**config.mk**
```make
export PLATFORM = sky130hd
export DESIGN_NAME = cmd_sequencer
export DESIGN_NICKNAME = d
export VERILOG_FILES = /design/src/rtl/cmd_pkg.sv /design/src/rtl/mem_timer.sv /design/src/rtl/cmd_sequencer.sv
export SDC_FILE = /design/constraint.sdc
export NUM_CORES = 1
export LEC_CHECK = 0
export ABC_AREA = 1
export BUFFER_PORTS_ARGS = -buffer_cell sky130_fd_sc_hd__clkbuf_2
export CAP_MARGIN = 10
export CORE_UTILIZATION = 50
export DETAILED_ROUTE_END_ITERATION = 10
export PLACE_DENSITY_LB_ADDON = 0.3
export SYNTH_ARGS = -nofsm -noshare
export SYNTH_HDL_FRONTEND = slang
export SYNTH_HIERARCHICAL = 1
export SYNTH_SLANG_ARGS = --single-unit
```
**constraint.sdc**
```tcl
create_clock -name clk -period 3.2 [get_ports clk]
set_input_delay 0.16 -clock clk [delete_from_list [all_inputs] [get_ports clk]]
set_output_delay 0.16 -clock clk [all_outputs]
set_load 0.02 [all_outputs]
```
**src/rtl/cmd_pkg.sv**
```systemverilog
// Constants shared between the command-frame assembler and the command sequencer:
// frame layout, opcodes, response codes and the sequencer state encoding.
package cmd_pkg;

    localparam int FRAME_W   = 32;
    localparam int OP_LSB    = 26;
    localparam int OP_W      = 6;
    localparam int ADDR_LSB  = 8;
    localparam int DATA_LSB  = 0;
    localparam int DATA_W    = 8;

    localparam logic [OP_W-1:0] OP_INIT  = 6'h00;
    localparam logic [OP_W-1:0] OP_WRITE = 6'h01;
    localparam logic [OP_W-1:0] OP_READ  = 6'h02;

    localparam logic [7:0] RESP_INIT    = 8'hA5;
    localparam logic [7:0] RESP_WRITE   = 8'h5A;
    localparam logic [7:0] RESP_ILLEGAL = 8'hEE;

    typedef enum logic [2:0] {
        S_IDLE,
        S_DECODE,
        S_ARB,
        S_SETUP,
        S_STROBE,
        S_HOLD,
        S_RESPOND
    } state_t;

    function automatic logic op_is_access(input logic [OP_W-1:0] op);
        return (op == OP_WRITE) || (op == OP_READ);
    endfunction

endpackage

```
**src/rtl/mem_timer.sv**
```systemverilog
// Loadable down-counter timing the strobe and hold intervals of an SRAM access.
// done is high while the count sits at zero, i.e. on the last cycle of an interval.
module mem_timer (
    input  logic       clk,
    input  logic       rst,
    input  logic       load,
    input  logic [3:0] load_val,
    input  logic       dec,
    output logic       done
);

    logic [3:0] cnt;

    always_ff @(posedge clk or posedge rst) begin
        if (rst)
            cnt <= '0;
        else if (load)
            cnt <= load_val;
        else if (dec && cnt != 4'd0)
            cnt <= cnt - 4'd1;
    end

    assign done = (cnt == 4'd0);

endmodule

```
**src/rtl/cmd_sequencer.sv**
```systemverilog
// Executes command frames against the cartridge SRAM, yielding the bus to the SNES,
// and returns one response byte per frame over a toggle handshake.
module cmd_sequencer
    import cmd_pkg::*;
#(
    parameter int ADDR_W   = 18,
    parameter int WAIT_CYC = 3,
    parameter int HOLD_CYC = 1
) (
    input  logic              clk,
    input  logic              rst,
    input  logic              frame_valid,
    input  logic [31:0]       cmd_frame,
    input  logic              snes_busy,
    output logic [ADDR_W-1:0] mem_addr,
    output logic [7:0]        mem_wdata,
    input  logic [7:0]        mem_rdata,
    output logic              mem_oe,
    output logic              mem_ce_n,
    output logic              mem_we_n,
    output logic              mem_rd_n,
    output logic [7:0]        resp_byte,
    output logic              resp_toggle,
    output logic              busy,
    output logic              overrun
);

    state_t state, nxt;

    logic [OP_W-1:0]   op_q;
    logic [ADDR_W-1:0] addr_q;
    logic [7:0]        data_q;

    logic              is_wr, is_rd;
    logic              tmr_load, tmr_done;
    logic [3:0]        tmr_val;

    logic [ADDR_W-1:0] mem_addr_d;
    logic [7:0]        mem_wdata_d, resp_byte_d;
    logic              mem_oe_d, mem_ce_n_d, mem_we_n_d, mem_rd_n_d;
    logic              resp_toggle_d, busy_d, overrun_d;

    assign is_wr = (op_q == OP_WRITE);
    assign is_rd = (op_q == OP_READ);

    // Strobe interval is loaded in SETUP, hold interval on the last strobe cycle.
    assign tmr_load = (state == S_SETUP) || (state == S_STROBE && tmr_done);
    assign tmr_val  = (state == S_SETUP) ? 4'(WAIT_CYC - 1) : 4'(HOLD_CYC - 1);

    mem_timer u_timer (
        .clk      (clk),
        .rst      (rst),
        .load     (tmr_load),
        .load_val (tmr_val),
        .dec      (state == S_STROBE || state == S_HOLD),
        .done     (tmr_done)
    );

    always_ff @(posedge clk or posedge rst) begin
        if (rst) begin
            state  <= S_IDLE;
            op_q   <= '0;
            addr_q <= '0;
            data_q <= '0;
        end else begin
            state <= nxt;
            if (state == S_IDLE && frame_valid) begin
                op_q   <= cmd_frame[OP_LSB +: OP_W];
                addr_q <= cmd_frame[ADDR_LSB +: ADDR_W];
                data_q <= cmd_frame[DATA_LSB +: DATA_W];
            end
        end
    end

    // An idle bus lets DECODE start the access directly, so arbitration adds no cycle.
    always_comb begin
        nxt = state;
        case (state)
            S_IDLE:    if (frame_valid) nxt = S_DECODE;
            S_DECODE:  if (!op_is_access(op_q)) nxt = S_RESPOND;
                       else nxt = snes_busy ? S_ARB : S_SETUP;
            S_ARB:     if (!snes_busy) nxt = S_SETUP;
            S_SETUP:   nxt = S_STROBE;
            S_STROBE:  if (tmr_done) nxt = (HOLD_CYC > 0) ? S_HOLD : S_RESPOND;
            S_HOLD:    if (tmr_done) nxt = S_RESPOND;
            S_RESPOND: nxt = S_IDLE;
            default:   nxt = S_IDLE;
        endcase
    end

    // Outputs are computed from the next state and registered, keeping inputs off outputs.
    always_comb begin
        mem_addr_d    = mem_addr;
        mem_wdata_d   = mem_wdata;
        mem_ce_n_d    = 1'b1;
        mem_we_n_d    = 1'b1;
        mem_rd_n_d    = 1'b1;
        mem_oe_d      = 1'b0;
        resp_byte_d   = resp_byte;
        resp_toggle_d = resp_toggle;
        busy_d        = busy;
        overrun_d     = overrun;

        if (nxt == S_SETUP) begin
            mem_addr_d = addr_q;
            if (is_wr) mem_wdata_d = data_q;
        end
        if (nxt == S_SETUP || nxt == S_STROBE || nxt == S_HOLD) begin
            mem_ce_n_d = 1'b0;
            mem_oe_d   = is_wr;
        end
        if (nxt == S_STROBE) begin
            mem_we_n_d = !is_wr;
            mem_rd_n_d = !is_rd;
        end

        if (state == S_IDLE && frame_valid) busy_d = 1'b1;
        if (state == S_DECODE && op_q == OP_INIT) begin
            overrun_d   = 1'b0;
            resp_byte_d = RESP_INIT;
        end
        if (state == S_DECODE && !op_is_access(op_q) && op_q != OP_INIT)
            resp_byte_d = RESP_ILLEGAL;
        if (state == S_STROBE && tmr_done && is_rd) resp_byte_d = mem_rdata;
        if (state != S_DECODE && nxt == S_RESPOND && is_wr) resp_byte_d = RESP_WRITE;
        if (nxt == S_RESPOND) resp_toggle_d = !resp_toggle;
        if (state == S_RESPOND) busy_d = 1'b0;
        if (state != S_IDLE && frame_valid) overrun_d = 1'b1;
    end

    always_ff @(posedge clk or posedge rst) begin
        if (rst) begin
            mem_addr    <= '0;
            mem_wdata   <= '0;
            mem_oe      <= 1'b0;
            mem_ce_n    <= 1'b1;
            mem_we_n    <= 1'b1;
            mem_rd_n    <= 1'b1;
            resp_byte   <= 8'h00;
            resp_toggle <= 1'b0;
            busy        <= 1'b0;
            overrun     <= 1'b0;
        end else begin
            mem_addr    <= mem_addr_d;
            mem_wdata   <= mem_wdata_d;
            mem_oe      <= mem_oe_d;
            mem_ce_n    <= mem_ce_n_d;
            mem_we_n    <= mem_we_n_d;
            mem_rd_n    <= mem_rd_n_d;
            resp_byte   <= resp_byte_d;
            resp_toggle <= resp_toggle_d;
            busy        <= busy_d;
            overrun     <= overrun_d;
        end
    end

endmodule

```
==> results by group <==
Global routing
  • M1 GR Usage: 0.279
  • M2 GR Usage: 0.316
  • Vias in the first global route: 2579
  • GR Util met3: 0.0671
  • First-pass GRT wire length: 11700 µm
  • Grt ovf: 0
  • Initial antenna violation count: 0
  • GRT Total Usage: 0.207
  • GR peak layer: met2
  • Largest net degree at the start of global routing: 47

Timing
  • Worst clock skew: 0.00887 ns
  • Final setup fails: 0
  • Slew margin rel.: 0.591
  • Tcrit/Tclk final: 0.634
  • Fmax achieved: 0.493 GHz
  • Pin slew with the least headroom to its limit: 0.613 ns
  • Setup TNS: 0 ns
  • Minimum clock period: 2.03 ns
  • Max-slew violation count: 0
  • RSZ-0062 raised after global routing: no
  • Hold Vio Cnt, Final: 0

Die
  • Initial core utilization: 0.529
  • Chip height: 84.9 µm
  • Io pins: 85
  • Core region area: 6490 µm²
  • Site Rows: 29
  • Die width: 84.9 µm
  • Die ar.: 7210 µm²

Critical path
  • Highest fanout seen on the critical path: 46
  • Critical Path RT: 3.47 ns
  • Cell Chain, Critical Path: nor2_1, nand3_1, inv_1, buf_4, nand2_1, o21ai_0
  • Reg2reg path depth: 6
  • Setup CP Type: flip-flop to flip-flop
  • Crit path DAT: 2.30 ns
  • Slowest cell delay on critical path: 0.42 ns
  • Crit path max-delay cell type: dfrtp_1
  • Element type at the critical path end: flip-flop
  • Startpoint types: flip-flop

Power
  • Maximum vdd drop: 0.000460 V
  • Leak pwr: 2.27 nW
  • Final Power: 0.00390 W
  • Power Density: 942 nW/µm²

Synth
  • Synth Area in Adders: 0.00364
  • Cell taking the most area after synthesis: dfrtp_1
  • Top-area cell type share of the netlist area: 0.561
  • Async set-reset flop share out of synthesis: 1.00
  • Synth Area in Compound Gates: 0.0961
  • Post-synth top cells: 125 x nand2_1, 77 x dfrtp_1, 46 x inv_1, 34 x o21ai_0, 20 x nand3_1
  • Synth Area per Inst: 8.86 µm²
  • Simple-gate share of the synthesized area: 0.234
  • Flops & latches, synth: 80
  • Largest family of logic cells by synthesized area: simple AND/OR/NAND/NOR gates
  • Most frequent cell after synthesis: nand2_1
  • Post-synthesis mux area share: 0
  • Xor and xnor area share after synthesis: 0
  • Gate Count Post-Synth: 388
  • Largest cells by area after synthesis: dfrtp_1 56%, nand2_1 14%, inv_1 5.0%
  • Synth warn: 6
  • Post-synth EDFFs: 0
  • Sequential element share of the synthesized area: 0.584
  • Ys flop type: dfrtp_1
  • Cell variety after synth: 28
  • Mapped Area: 3440 µm²

Placed design
  • Global placer's final weighted congestion: 0.878
  • Port Buf Inserts: 84
  • HPWL Detailed: 4910 µm

Layout
  • Layout area overhead: 20.5%
  • Layout cells sized above 1: 0.273
  • Nets@finish: 523
  • Diode count: 0

Route
  • Vias per cell: 4.92
  • Post-route ant nets: 0
  • DR vias: 2757
  • Final WL: 6800 µm
  • Drt pass-1 iters: 8
  • Initial DRC Count: 172
  • Wire per inst: 12.1 µm
  • # DRC: 6

Clock tree
  • Longest Clk Path Bufs: 2
  • Clk slew on worst S/H paths: 0.08 ns
  • Num CTS Buffers: 9
  • Post-CTS Setup Repair Bufs: 0
  • CTS Sinks: 80
  • CTS root buf: clkbuf_8
  • TritonCTS clock tree: done
  • Clk_lat worst skew: 0.35 ns
  • H-tree depth: 3

Status
  • Outcome: finished with violations
  • Violated checks: DRC

Hold path
  • Worst Hold Path Cells: 3
  • Hold Crit Class: input pin to flip-flop

Job
  • Max cap viols: 0
==> cell families after synthesis <==
| group | after synthesis |
|---|---|
| AOI/OAI and AO/OA | 58 |
| and+or+nand+nor | 183 |
| adders and majority gates | 1 |
| DFF | 80 |
| other | 1 |
| buffers and inverters | 65 |
==> path summary, 6_finish.rpt <==
path	start	to	slack, ns
min in group asynchronous	rst	u_timer/cnt[0]$_DFFE_PP0P_	0.26
setup reg to reg	state[1]$_DFF_PP0_	op_q[3]$_DFFE_PP0P_	1.17
setup / recovery	state[1]$_DFF_PP0_	op_q[3]$_DFFE_PP0P_	1.17
hold / removal	cmd_frame[14]	addr_q[6]$_DFFE_PP0P_	0.01
hold reg to reg	mem_wdata[6]$_DFFE_PP0P_	mem_wdata[6]$_DFFE_PP0P_	0.48
max in group asynchronous	rst	mem_ce_n$_DFF_PP1_	1.92
==> routing by layer <==
metal | part of all wire | routed length (µm)
met5 | 0 | 0
met4 | 0.012 | 85
met3 | 0.070 | 474
met2 | 0.46 | 3120
met1 | 0.46 | 3130
==> flip-flops by register name (all words and copies together), names as in the netlist <==
register and flops:
state 3, mem_ce_n 1, mem_rd_n 1, mem_wdata 8
mem_oe 1, busy 1, mem_we_n 1, u_timer/cnt 4
op_q 6, data_q 8, resp_toggle 1, resp_byte 8
mem_addr 18, overrun 1, addr_q 18
==> placed cells by master, fill, tap and decap left out, drive strengths merged <==
master       Yosys  routed
conb             1       3
nand4           13      13
inv             49      49
dfstp            3       3
buf             13       5
dfrtp           77      77
ha               1       1
nor3             2       2
clkinv           1       5
o21ai           53      53
clkbuf           2      94
nor2            13      13
nand2          128     128
a21oi            4       4
clkinvlp         0       1
nand3b           3       3
dlygate4sd3      0       3
or2              2       2
o211ai           1       1
bufinv           0       1
nand3           22      22
==> through the flow <==
| step | hold WS, ns | std cells | util | worst slack [ns] | cell area [µm²] |
|---|---|---|---|---|---|
| CTS | 0.00101 | 560 | 0.638 | 1.19 | 4140 |
| finish | 0.0106 | 560 | 0.638 | 1.17 | 4140 |
| global placement | 0.0627 | 541 | 0.601 | 1.36 | 3910 |
| floorplan | -0.0739 | 390 | - | 1.11 | 3440 |
| detailed placement | 0.0662 | 541 | 0.601 | 1.20 | 3910 |
| global route | 0.000711 | 560 | 0.638 | 0.905 | 4140 |
==> cell type report <==
class | instances | area, µm²
multi-input combinational | 245 | 1160
timing repair buffer | 92 | 488
inverter | 50 | 188
tap | 77 | 96.3
sequential | 80 | 2010
clock inverter | 6 | 68.8
clock buffer | 10 | 138
fill | 562 | 2350
==> worst max-delay path, delay by kind of cell, from the launching register on <==
kind,cells,cell delay (ns)
buffers and inverters,2,0.75
DFF,1,0.42
AOI/OAI and AO/OA,1,0.10
and+or+nand+nor,3,0.67
==> timing repair <==
item	in CTS	in global routing
gates resized for setup	0	0
hold buffers	3	0
endpoints found under the hold margin	34	0
==> where the power goes <==
part	switching, W	internal, W	total [W]
logic	0.00101	0.000495	0.00151
registers	0.000209	0.00143	0.00163
clock network	0.000375	0.000384	0.000759
total	0.00160	0.00230	0.00390
Note: power is estimated with default switching activity, not from simulation.
